### src/rtl/fetch_stage_if.sv
// fetch_stage_if: instruction-SRAM request/response and FpD delivery handshake.
interface fetch_stage_if #(parameter int FpD_W = 75);
  logic             inst_req;
  logic [31:0]      inst_addr;
  logic             inst_addr_ok;
  logic             inst_data_ok;
  logic [31:0]      inst_rdata;
  logic             FpD_valid;
  logic [FpD_W-1:0] FpD_BUS;
  logic             pD_allowin;
  modport master (
    output inst_req, inst_addr, FpD_valid, FpD_BUS,
    input  inst_addr_ok, inst_data_ok, inst_rdata, pD_allowin
  );
  modport slave (
    input  inst_req, inst_addr, FpD_valid, FpD_BUS,
    output inst_addr_ok, inst_data_ok, inst_rdata, pD_allowin
  );
endinterface

### src/rtl/fetch_stage.sv
// fetch_stage: PC owner; one outstanding SRAM fetch, prioritized redirects, one-entry FpD output buffer.
module fetch_stage #(
  parameter logic [31:0] RESET_PC = 32'h1c000000,
  parameter int          FpD_W    = 75
) (
  input  logic          clk,
  input  logic          rstn,
  fetch_stage_if.master bus,
  input  logic [32:0]   predict_BUS,
  input  logic          BTB_stall,
  input  logic          predict_error_D,
  input  logic [31:0]   br_target_D,
  input  logic          predict_error_E,
  input  logic [31:0]   br_target_E,
  input  logic          ex_en,
  input  logic [31:0]   ex_entry,
  input  logic          ertn_flush,
  input  logic [31:0]   era
);
  typedef enum logic [1:0] {S_REQ, S_WAIT, S_HOLD, S_HALT} state_t;
  state_t           r_state, w_state;
  logic [31:0]      r_pc, w_pc, w_target;
  logic             r_cancel, w_cancel, r_pred_used, w_pred_used, r_btb, w_btb;
  logic [FpD_W-1:0] r_bus, w_bus;
  logic             w_hard, w_redir, w_stall, w_req, w_valid;
  assign w_hard   = ex_en | ertn_flush | predict_error_E | predict_error_D;
  // after an ADEF only exception entry or ertn can restart fetch
  assign w_redir  = (r_state == S_HALT) ? (ex_en | ertn_flush)
                                         : (w_hard | (predict_BUS[32] & ~r_pred_used));
  assign w_target = ex_en ? ex_entry : ertn_flush ? era : predict_error_E ? br_target_E :
                    predict_error_D ? br_target_D : predict_BUS[31:0];
  assign w_stall  = BTB_stall | r_btb;
  assign w_req    = rstn && r_state == S_REQ && !w_stall && r_pc[1:0] == 2'b00;
  assign w_valid  = r_state == S_HOLD && !w_stall;
  assign bus.inst_req  = w_req;
  assign bus.inst_addr = r_pc;
  assign bus.FpD_valid = w_valid;
  assign bus.FpD_BUS   = r_bus;
  always_comb begin
    w_state     = r_state;
    w_pc        = r_pc;
    w_cancel    = r_cancel;
    w_pred_used = r_pred_used;
    w_bus       = r_bus;
    w_btb       = w_redir ? (r_btb & ~w_hard) : (r_btb | BTB_stall);
    case (r_state)
      S_REQ:
        if (w_req && bus.inst_addr_ok) begin
          w_state  = S_WAIT;
          w_cancel = w_redir;
        end else if (!w_stall && !w_redir && r_pc[1:0] != 2'b00) begin
          w_state = S_HOLD;
          w_bus   = {r_pc, 32'h0, 1'b1, 1'b1, 8'h08, 1'b0};
        end
      S_WAIT:
        if (bus.inst_data_ok) begin
          w_cancel = 1'b0;
          w_state  = (r_cancel || w_redir) ? S_REQ : S_HOLD;
          if (!r_cancel && !w_redir) w_bus = {r_pc, bus.inst_rdata, 1'b1, 1'b0, 8'h00, 1'b0};
        end else if (w_redir) begin
          w_cancel = 1'b1;
        end
      S_HOLD:
        if (w_redir) begin
          w_state = S_REQ;
        end else if (w_valid && bus.pD_allowin) begin
          w_state     = r_bus[9] ? S_HALT : S_REQ;
          w_pc        = r_bus[9] ? r_pc : r_pc + 32'd4;
          w_pred_used = 1'b0;
        end
      default:
        if (w_redir) w_state = S_REQ;
    endcase
    if (w_redir) begin
      w_pc        = w_target;
      w_pred_used = ~w_hard;
    end
  end
  always_ff @(posedge clk) begin
    if (!rstn) begin
      r_state     <= S_REQ;
      r_pc        <= RESET_PC;
      r_cancel    <= 1'b0;
      r_pred_used <= 1'b0;
      r_btb       <= 1'b0;
      r_bus       <= '0;
    end else begin
      r_state     <= w_state;
      r_pc        <= w_pc;
      r_cancel    <= w_cancel;
      r_pred_used <= w_pred_used;
      r_btb       <= w_btb;
      r_bus       <= w_bus;
    end
  end
endmodule

### src/flat_wrapper.sv
// flat-port wrapper written by rule: the top's interface ports become plain ports
module fetch_stage_flat 
#(
  parameter logic [31:0] RESET_PC = 32'h1c000000,
  parameter int          FpD_W    = 75
)
  (clk, rstn, predict_BUS, BTB_stall, predict_error_D, br_target_D, predict_error_E, br_target_E, ex_en, ex_entry, ertn_flush, era, bus_inst_req, bus_inst_addr, bus_FpD_valid, bus_FpD_BUS, bus_inst_addr_ok, bus_inst_data_ok, bus_inst_rdata, bus_pD_allowin);
  fetch_stage_if #(.FpD_W(FpD_W)) bus_i ();
  input  logic clk;
  input  logic rstn;
  input  logic [32:0] predict_BUS;
  input  logic BTB_stall;
  input  logic predict_error_D;
  input  logic [31:0] br_target_D;
  input  logic predict_error_E;
  input  logic [31:0] br_target_E;
  input  logic ex_en;
  input  logic [31:0] ex_entry;
  input  logic ertn_flush;
  input  logic [31:0] era;
  output wire logic [$bits(bus_i.inst_req)-1:0] bus_inst_req;
  output wire logic [$bits(bus_i.inst_addr)-1:0] bus_inst_addr;
  output wire logic [$bits(bus_i.FpD_valid)-1:0] bus_FpD_valid;
  output wire logic [$bits(bus_i.FpD_BUS)-1:0] bus_FpD_BUS;
  input wire logic [$bits(bus_i.inst_addr_ok)-1:0] bus_inst_addr_ok;
  input wire logic [$bits(bus_i.inst_data_ok)-1:0] bus_inst_data_ok;
  input wire logic [$bits(bus_i.inst_rdata)-1:0] bus_inst_rdata;
  input wire logic [$bits(bus_i.pD_allowin)-1:0] bus_pD_allowin;
  assign bus_inst_req = bus_i.inst_req;
  assign bus_inst_addr = bus_i.inst_addr;
  assign bus_FpD_valid = bus_i.FpD_valid;
  assign bus_FpD_BUS = bus_i.FpD_BUS;
  assign bus_i.inst_addr_ok = bus_inst_addr_ok;
  assign bus_i.inst_data_ok = bus_inst_data_ok;
  assign bus_i.inst_rdata = bus_inst_rdata;
  assign bus_i.pD_allowin = bus_pD_allowin;
  fetch_stage #(.RESET_PC(RESET_PC), .FpD_W(FpD_W)) u_core (.clk(clk), .rstn(rstn), .bus(bus_i), .predict_BUS(predict_BUS), .BTB_stall(BTB_stall), .predict_error_D(predict_error_D), .br_target_D(br_target_D), .predict_error_E(predict_error_E), .br_target_E(br_target_E), .ex_en(ex_en), .ex_entry(ex_entry), .ertn_flush(ertn_flush), .era(era));
endmodule
### config.mk
export PLATFORM = sky130hd
export DESIGN_NAME = fetch_stage_flat
export DESIGN_NICKNAME = d
export VERILOG_FILES = /design/src/rtl/fetch_stage_if.sv /design/src/rtl/fetch_stage.sv /design/src/flat_wrapper.sv
export SDC_FILE = /design/constraint.sdc
export NUM_CORES = 1
export LEC_CHECK = 0
export ABC_CLOCK_PERIOD_IN_PS = 2810
export BUFFER_PORTS_ARGS = -buffer_cell sky130_fd_sc_hd__buf_4
export CORE_MARGIN = 4
export CORE_UTILIZATION = 30
export DETAILED_ROUTE_END_ITERATION = 10
export SYNTH_ARGS = -nofsm -noshare
export SYNTH_HDL_FRONTEND = slang
export SYNTH_SLANG_ARGS = --single-unit
### constraint.sdc
create_clock -name clk -period 2.81 [get_ports clk]
set_input_delay 0 -clock clk [delete_from_list [all_inputs] [get_ports clk]]
set_output_delay 0 -clock clk [all_outputs]
set_load 0.1 [all_outputs]
==> results of run 1 <==
state kept, by name, summed over array words and instances, names as in the netlist:
register	cells
u_core.r_pred_used	1
u_core.bus.FpD_BUS	66
u_core.r_state	2
u_core.bus.inst_addr	32
u_core.r_btb	1
u_core.r_cancel	1
power by group:
part / switching, mW / internal [mW]
Sequential: 0.143 / 1.58
Combinational: 1.49 / 0.690
Clock: 0.569 / 0.606
metal layers:
layer  vias to the layer above  track usage, %  wire, um
li1                       3145               -         -
met1                      3028           24.95      9506
met2                       262           35.48     12180
met3                        32           3.943      1604
met4                         0           5.032       524
met5                         -               0         0
critical path: stages, from the launching register on:
cell and delay (ps):
dfxtp_1 340, inv_1 90, ha_1 240, nand4bb_1 200, or4_4 620, nor4_2 280
xnor2_1 160, o22ai_1 90, dlygate4sd3_1 570
worst max-delay path by stage:
stage | cells after the start | end | start | slack [ps]
2_1_floorplan | 5 | u_core.bus.inst_addr[29]$_SDFFE_PN0P_ | u_core.bus.FpD_BUS[9]$_SDFFE_PN0P_ | 520
3_3_place_gp | 6 | u_core.bus.FpD_BUS[38]$_SDFFE_PN0P_ | u_core.r_state[0]$_SDFFE_PN0P_ | 310
3_5_place_dp | 6 | u_core.bus.FpD_BUS[29]$_SDFFE_PN0P_ | u_core.r_state[0]$_SDFFE_PN0P_ | 210
4_1_cts | 8 | u_core.bus.inst_addr[29]$_SDFFE_PN0P_ | u_core.r_state[0]$_SDFFE_PN0P_ | 80
5_1_grt | 8 | u_core.bus.inst_addr[29]$_SDFFE_PN0P_ | u_core.r_state[0]$_SDFFE_PN0P_ | 20
6_report | 8 | u_core.bus.inst_addr[29]$_SDFFE_PN0P_ | u_core.r_state[0]$_SDFFE_PN0P_ | 110
cells in the mapped netlist, types with 8 or more instances:
library cell	n	area, um^2
mux2i_1	66	660.6
buf_2	16	80.08
inv_1	9	33.78
dfxtp_1	103	2062
buf_4	42	315.3
o21ai_0	32	160.2
clkbuf_1	30	112.6
nor3_1	8	40.04
nand3_1	8	40.04
and3_1	11	68.82
nand2_1	105	394.1
a21oi_1	41	205.2
nand4_1	10	62.56
a22o_1	39	341.6
o211ai_1	17	127.6
o31ai_1	8	60.06
xor2_1	8	70.07
mux2_2	11	123.9
nor2_1	17	63.81
cell type report:
| type | count | area (um^2) |
|---|---|---|
| clock inverters | 6 | 46.29 |
| well taps | 265 | 331.6 |
| clock buffers | 10 | 229.0 |
| inverters | 10 | 37.54 |
| flip-flops and latches | 103 | 2062 |
| fillers | 1989 | 10640 |
| multi-input cells | 506 | 3460 |
| repair buffers | 371 | 2915 |
cell families after synthesis:
kind of cell,count (synthesis),synth area share (%)
AO/OA/AOI/OAI,207,24.22
adder cells (fa/ha/maj),5,1.027
XOR/XNOR,14,2.014
buffers and inverters,105,10.07
multiplexers,77,12.88
AND/OR/NAND/NOR,195,15.86
other,1,0.06158
flip-flops,103,33.86
repair_timing:
item | in CTS | in global routing
hold buffers | 47 | 0
hold endpoints to repair | 45 | 0
setup endpoints to repair | 0 | 1
resized for setup | 0 | 1
metrics by stage:
stage / area (um^2) / worst slack [ps] / utilization (%) / std cells / hold slack [ps]
2_1_floorplan: 6116 / 523.2 / - / 714 / 125.5
3_3_place_gp: 8329 / 309.6 / 42.24 / 1208 / 209.6
3_5_place_dp: 8329 / 207.8 / 42.24 / 1208 / 213.0
4_1_cts: 9075 / 76.27 / 46.02 / 1271 / 16.24
5_1_grt: 9081 / 17.72 / 46.06 / 1271 / 17.83
6_report: 9081 / 114.6 / 46.06 / 1271 / 26.94
==> Flow_metrics.wiki, run 1 <==
{| class="wikitable"
! Metric !! Value
|-
| Timing-limited maximum frequency || 0.3710 GHz
|-
| Count of cells along the worst register-to-register path || 8
|-
| Post-synthesis sequential area ratio || roughly a third
|-
| Warnings, synthesis || 0
|-
| Number of cell rows || 51
|-
| Class of the most critical setup path || flip-flop to flip-flop
|-
| PD cells || 559.9 mW/mm^2
|-
| Detailed-placement wirelength estimate || 18340 um
|-
| Actual transition at the worst max-transition pin || about 1200 ps
|-
| Area growth from synthesis to layout || 49.13%
|-
| Register-to-register setup slack || ~110 ps
|-
| Clock Skew || 9.016 ps
|-
| Number of global-route vias before repair || 6244
|-
| Combined global-route utilization of all metal layers || about 20%
|-
| Static Leakage || 4.017 nW
|-
| Clock insertion delay at the later pin of the skew report || around 350 ps
|-
| Via count || around 6500
|-
| Final critical delay including setup and external delays || about 2700 ps
|-
| Synthesized flop and latch total || 103
|-
| Wire length of the first global-routing pass || around 35000 um
|-
| Die boundary height || 150.5 um
|-
| FF-to-FF End || u_core.bus.inst_addr[29]$_SDFFE_PN0P_
|-
| Number of synthesized flops with an enable pin || 0
|-
| Nets || between 1000 and 1500
|-
| Clk sink count || 103
|-
| Period utilization || a little over nine tenths
|-
| Start point of the worst min-delay path || era[26]
|-
| Clock-pin slew on the worst setup and hold paths || 70 ps
|-
| Number of clock buffers inserted by TritonCTS || 9
|-
| Post-Syn Instances || about 710
|-
| Number of pins with negative max-slew slack in the final report || 0
|-
| Maximum capacitance violations || 0
|-
| Overall overflow remaining after global route || 0
|-
| Max IR drop VDD || 0.3405 mV
|-
| Number of diodes added for antenna fixing || 0
|-
| Synthesized area || 0.006090 mm^2
|-
| Clk root buf || clkbuf_16
|-
| Fraction of layout instances using a drive strength above 1 || 36.68%
|-
| Setup-violating endpoint count in the final report || 0
|-
| Setup repair after global routing missed its margin || no
|-
| Number of vias per cell after detailed routing || 5.088
|-
| Post-Syn Area per Cell || 8.613 um^2
|-
| Synth async-reset ratio || 0%
|-
| Number of antenna violations at the first check in global routing || 0
|-
| # Post-CTS Setup Buffers || 0
|-
| Core Box Area || 0.01972 mm^2
|-
| Synth unique cells || 68
|-
| Width of the die || 150.5 um
|-
| WHS Path Cells || 4
|-
| Final hold violation count || 0
|-
| H-tree levels || 3
|-
| Overall power || 5.085 mW
|-
| Pin count of the biggest net entering global routing || 73
|-
| DR WL/cell || 18.73 um
|-
| Overall routed net length || 23810 um
|-
| Residual DRC count || 0
|-
| R2r startpoint || u_core.r_state[0]$_SDFFE_PN0P_
|-
| Category of the worst setup path capture point || flip-flop
|-
| Count of boundary I/O pins || 312
|-
| 1st-pass router iterations || 6
|-
| Hold Crit Endpoint || u_core.bus.inst_addr[26]$_SDFFE_PN1P_
|-
| Maximum fanout along the worst path || 5
|-
| Min-delay worst type || input port to flip-flop
|-
| Final RePlAce weighted congestion || 0.8837
|-
| Primary FF master, synth || dfxtp_1
|-
| Post-route antenna net violation count || 0
|-
| Quantity of I/O buffers inserted on ports || ~300
|-
| Initial Util || 30.88%
|-
| Worst-case headroom to the max-slew limit || a little over a fifth
|-
| Endpoint arrival time on the critical path || 2930 ps
|-
| DIE AREA || 0.02264 mm^2
|-
| CTS tree || built
|-
| Leading cell type in the layout, fill and taps excluded || buf_4
|-
| Startpoint type of the worst setup path || flip-flop
|-
| Setup Total Neg Slack || 0 ps
|-
| Most used cells in the layout excluding fill and tap cells || buf_4 (323), nand2_1 (105), dfxtp_1 (103), mux2i_1 (66), dlygate4sd3_1 (47)
|-
| CP Data Required Time || 3040 ps
|-
| Result of the run || completed
|-
| Deepest clock path buffer count || 2
|-
| DRC violation total after the first TritonRoute iteration || about 430
|}
No activity file was read; power rests on OpenSTA's default activity.
==> inputs of run 2 (changes only) <==
--- a/config.mk
+++ b/config.mk
@@ -5,7 +5,8 @@
 export SDC_FILE = /design/constraint.sdc
 export NUM_CORES = 1
 export LEC_CHECK = 0
-export ABC_CLOCK_PERIOD_IN_PS = 2810
+export ABC_AREA = 1
+export ABC_CLOCK_PERIOD_IN_PS = 3060
 export BUFFER_PORTS_ARGS = -buffer_cell sky130_fd_sc_hd__buf_4
 export CORE_MARGIN = 4
 export CORE_UTILIZATION = 30
==> constraint.sdc (replaced) <==
create_clock -name clk -period 3.06 [get_ports clk]
set_input_delay 0 -clock clk [delete_from_list [all_inputs] [get_ports clk]]
set_output_delay 0 -clock clk [all_outputs]
set_load 0.1 [all_outputs]
==> run 2 against run 1 <==
  * Clock power is essentially flat
  * Cell count grew 21%
  * Total power shrank 12%
  * Sequential share of layout area shrank 0.61 points
  * First-iteration DRC count grew 42%
  * Clock skew shrank 1.1 ps
  * Hold slack lost 5.3 ps
  * Via count grew 20%
  * Critical path type is now input port to flip-flop
  * Largest power group unchanged
==> Flow_metrics.wiki, run 2 <==
{| class="wikitable"
! Metric !! Value
|-
| Result of the run || completed
|-
| Clk sink count || 103
|-
| Overall routed net length || roughly 27000 um
|-
| Clock Skew || 7.942 ps
|-
| Start point of the worst min-delay path || rstn
|-
| Post-synthesis compound-gate area fraction || 21.15%
|-
| Category of the worst setup path capture point || flip-flop
|-
| Startpoint type of the worst setup path || input port
|-
| Max IR drop VDD || 0.3439 mV
|-
| Number of synthesized flops with an enable pin || 0
|-
| Warnings, synthesis || 0
|-
| Clock-pin slew on the worst setup and hold paths || 70 ps
|-
| Synthesized flop and latch total || 103
|-
| Share of synthesized area spent on multiplexers || 0%
|-
| Final standard cell utilization of the core || about 44%
|-
| Number of diodes added for antenna fixing || 0
|-
| Pin count of the biggest net entering global routing || 67
|-
| Clk root buf || clkbuf_16
|-
| Ranking of synthesized cells by instance count || nand2_1 (273), a21oi_1 (133), dfxtp_1 (103)
|-
| Most used cells in the layout excluding fill and tap cells || buf_4 (315), nand2_1 (273), a21oi_1 (133), dfxtp_1 (103)
|-
| Critical-path cell with the highest stage delay || dlygate4sd3_1
|-
| Min-delay worst type || input port to flip-flop
|-
| Count of boundary I/O pins || 312
|-
| Via count || just under 8000
|-
| PD cells || 480.6 mW/mm^2
|-
| Post-Syn Area per Cell || approximately 6.5 um^2
|-
| Endpoint arrival time on the critical path || 2550 ps
|-
| R2r startpoint || u_core.r_state[1]$_SDFFE_PN0P_
|-
| Number of clock buffers inserted by TritonCTS || 9
|-
| Adder-cell share of the synthesized area || 0.9658%
|-
| Die boundary height || 154.9 um
|-
| DIE AREA || 0.02401 mm^2
|-
| Setup Total Neg Slack || 0 ps
|-
| Synth async-reset ratio || 0%
|-
| CTS tree || built
|-
| H-tree levels || 3
|-
| Actual transition at the worst max-transition pin || approximately 990 ps
|-
| Maximum fanout along the worst path || 22
|-
| Post-Syn Instances || 997
|-
| Wire length of the first global-routing pass || 40810 um
|-
| Fraction of layout instances using a drive strength above 1 || roughly 28%
|-
| Number of global-route vias before repair || 7340
|-
| Setup-violating endpoint count in the final report || 0
|-
| CP Data Required Time || 3340 ps
|-
| Maximum capacitance violations || 0
|-
| 1st-pass router iterations || 5
|-
| Final RePlAce weighted congestion || 0.9140
|-
| Final hold violation count || 0
|-
| Deepest clock path buffer count || 2
|-
| Quantity of I/O buffers inserted on ports || 303
|-
| Setup repair after global routing missed its margin || no
|-
| Leading cell type in the layout, fill and taps excluded || buf_4
|-
| Number of cell rows || 53
|-
| Simple-gate share of the synthesized area || 32.12%
|-
| Initial Util || between 30% and 40%
|-
| Primary FF master, synth || dfxtp_1
|-
| Static Leakage || 4.022 nW
|-
| Number of antenna violations at the first check in global routing || 0
|-
| Combined global-route utilization of all metal layers || 21.01%
|-
| Core Box Area || 0.02115 mm^2
|-
| Layout filler cell count || 2211
|-
| Worst-case headroom to the max-slew limit || 33.64%
|-
| Clock insertion delay at the later pin of the skew report || 350 ps
|-
| Flip-flop count of the largest register, all copies and words added || 66
|-
| Share of the synthesized area in the top cell type || 31.83%
|-
| # Post-CTS Setup Buffers || 0
|-
| Synth Area in XOR/XNOR || under 10%
|-
| Cell breakdown of the critical path || dlygate4sd3_1 -> buf_4 -> clkinv_1 -> buf_4 -> nand3_1 -> o21ai_0 -> nand2_1 -> o221ai_1 -> dlygate4sd3_1 -> a21oi_1
|-
| Critical path startpoint || predict_error_E
|-
| DRC violation total after the first TritonRoute iteration || 616
|-
| Number of pins with negative max-slew slack in the final report || 0
|-
| Timing-limited maximum frequency || 0.4409 GHz
|-
| Area growth from synthesis to layout || 44.04%
|-
| Overall overflow remaining after global route || 0
|-
| Class of the most critical setup path || input port to flip-flop
|-
| Most area-consuming cells after synthesis || dfxtp_1 (32%), nand2_1 (16%), a21oi_1 (10%), nand4_1 (6.9%), o21ai_0 (5.5%)
|-
| Residual DRC count || 0
|-
| Main combinational cell family by area after synthesis || simple AND/OR/NAND/NOR gates
|-
| Most area-hungry cell type in the Yosys netlist || dfxtp_1
|-
| Detailed-placement wirelength estimate || 20000 um
|-
| Final critical delay including setup and external delays || 2268 ps
|-
| DR WL/cell || ~18 um
|-
| Critical path's largest stage delay || 570 ps
|-
| Synthesized area || ~0.0065 mm^2
|-
| Post-route antenna net violation count || 0
|-
| Period utilization || 74.12%
|-
| Width of the die || 154.9 um
|-
| Post-synthesis sequential area ratio || roughly a third
|-
| Synth unique cells || 34
|-
| Number of vias per cell after detailed routing || between 5 and 6
|-
| Nets || about 1500
|-
| Most common cell in the netlist || nand2_1
|}
run 2: cell count changes after synthesis, sizes merged, moves of 9 or more:
cell	change
nand3	+40
a22o	-39
o21ai	+40
and3	-11
nand4	+59
inv	+28
nor2	+47
buf	+11
a22oi	+22
mux2	-11
a211oi	-9
a21oi	+92
mux2i	-66
nand2	+171
run 2: cell type report:
type / instances / area, um^2 / share of cell area, %
Timing Repair Buffer: 355 / 2795 / 29.96
Inverter: 38 / 142.6 / 1.529
Clock inverter: 6 / 66.31 / 0.7107
Multi-Input combinational cell: 751 / 3681 / 39.45
Tap cell: 275 / 344.1 / 3.688
Clock buffer: 10 / 239.0 / 2.561
Sequential cell: 103 / 2062 / 22.10
run 2: stage by stage:
| step | cell area (um^2) | setup slack [ps] | total power, mW | hold slack [ps] | std cells |
|---|---|---|---|---|---|
| 4_1_cts | 9330 | 794.2 | 4.531 | 4.128 | 1538 |
| 5_1_grt | 9330 | 606.4 | 4.697 | 24.42 | 1538 |
| 2_1_floorplan | 6509 | 221.2 | 2.764 | 174.4 | 1004 |
| 3_3_place_gp | 8655 | 842.7 | 3.262 | 295.9 | 1485 |
| 3_5_place_dp | 8655 | 778.3 | 3.263 | 300.5 | 1485 |
| 6_report | 9330 | 792.0 | 4.484 | 21.64 | 1538 |
run 2: routing by layer:
metal	GRT usage, %	wire length (um)	part of all wire, %	vias to the layer above
met1	27.61	11680	43	3600
met2	35.60	13310	49	254
met5	0	0	0	-
li1	-	-	-	3883
met3	3.727	1373	5.1	34
met4	5.509	609	2.3	0
run 2: where the power goes:
part           internal, mW  switching [mW]
registers              1.42           0.112
logic                 0.510            1.23
clock network         0.663           0.551
total                  2.59            1.89
run 2: cells by family (layout without fill, tap and decap cells):
| group | count (synthesis) | after routing |
|---|---|---|
| buffers and inverters | 150 | 409 |
| adder cells (fa/ha/maj) | 5 | 5 |
| flip-flops | 103 | 103 |
| AO/OA/AOI/OAI | 249 | 249 |
| AND/OR/NAND/NOR | 475 | 475 |
| other | 1 | 8 |
| XOR/XNOR | 14 | 14 |
run 2: path summary, 6_finish.rpt:
kind | end | slack [ps] | cells past startpoint
setup reg to reg | u_core.bus.FpD_BUS[61]$_SDFFE_PN0P_ | 810 | 10
setup / recovery | u_core.bus.inst_addr[1]$_SDFFE_PN0P_ | 790 | 10
hold / removal | u_core.r_cancel$_SDFFE_PN0P_ | 20 | 3
hold reg to reg | u_core.bus.FpD_BUS[53]$_SDFFE_PN0P_ | 460 | 2
run 2: critical path, delay by kind of cell:
kind            cells  cell delay [ps]
compound gates      3              290
buf+inv             5             2100
simple gates        2              160
run 2: what timing repair did:
action,CTS,global route
hold buffers,37,0
resized for setup,0,0
endpoints found under the setup margin,0,0
endpoints found under the hold margin,35,0
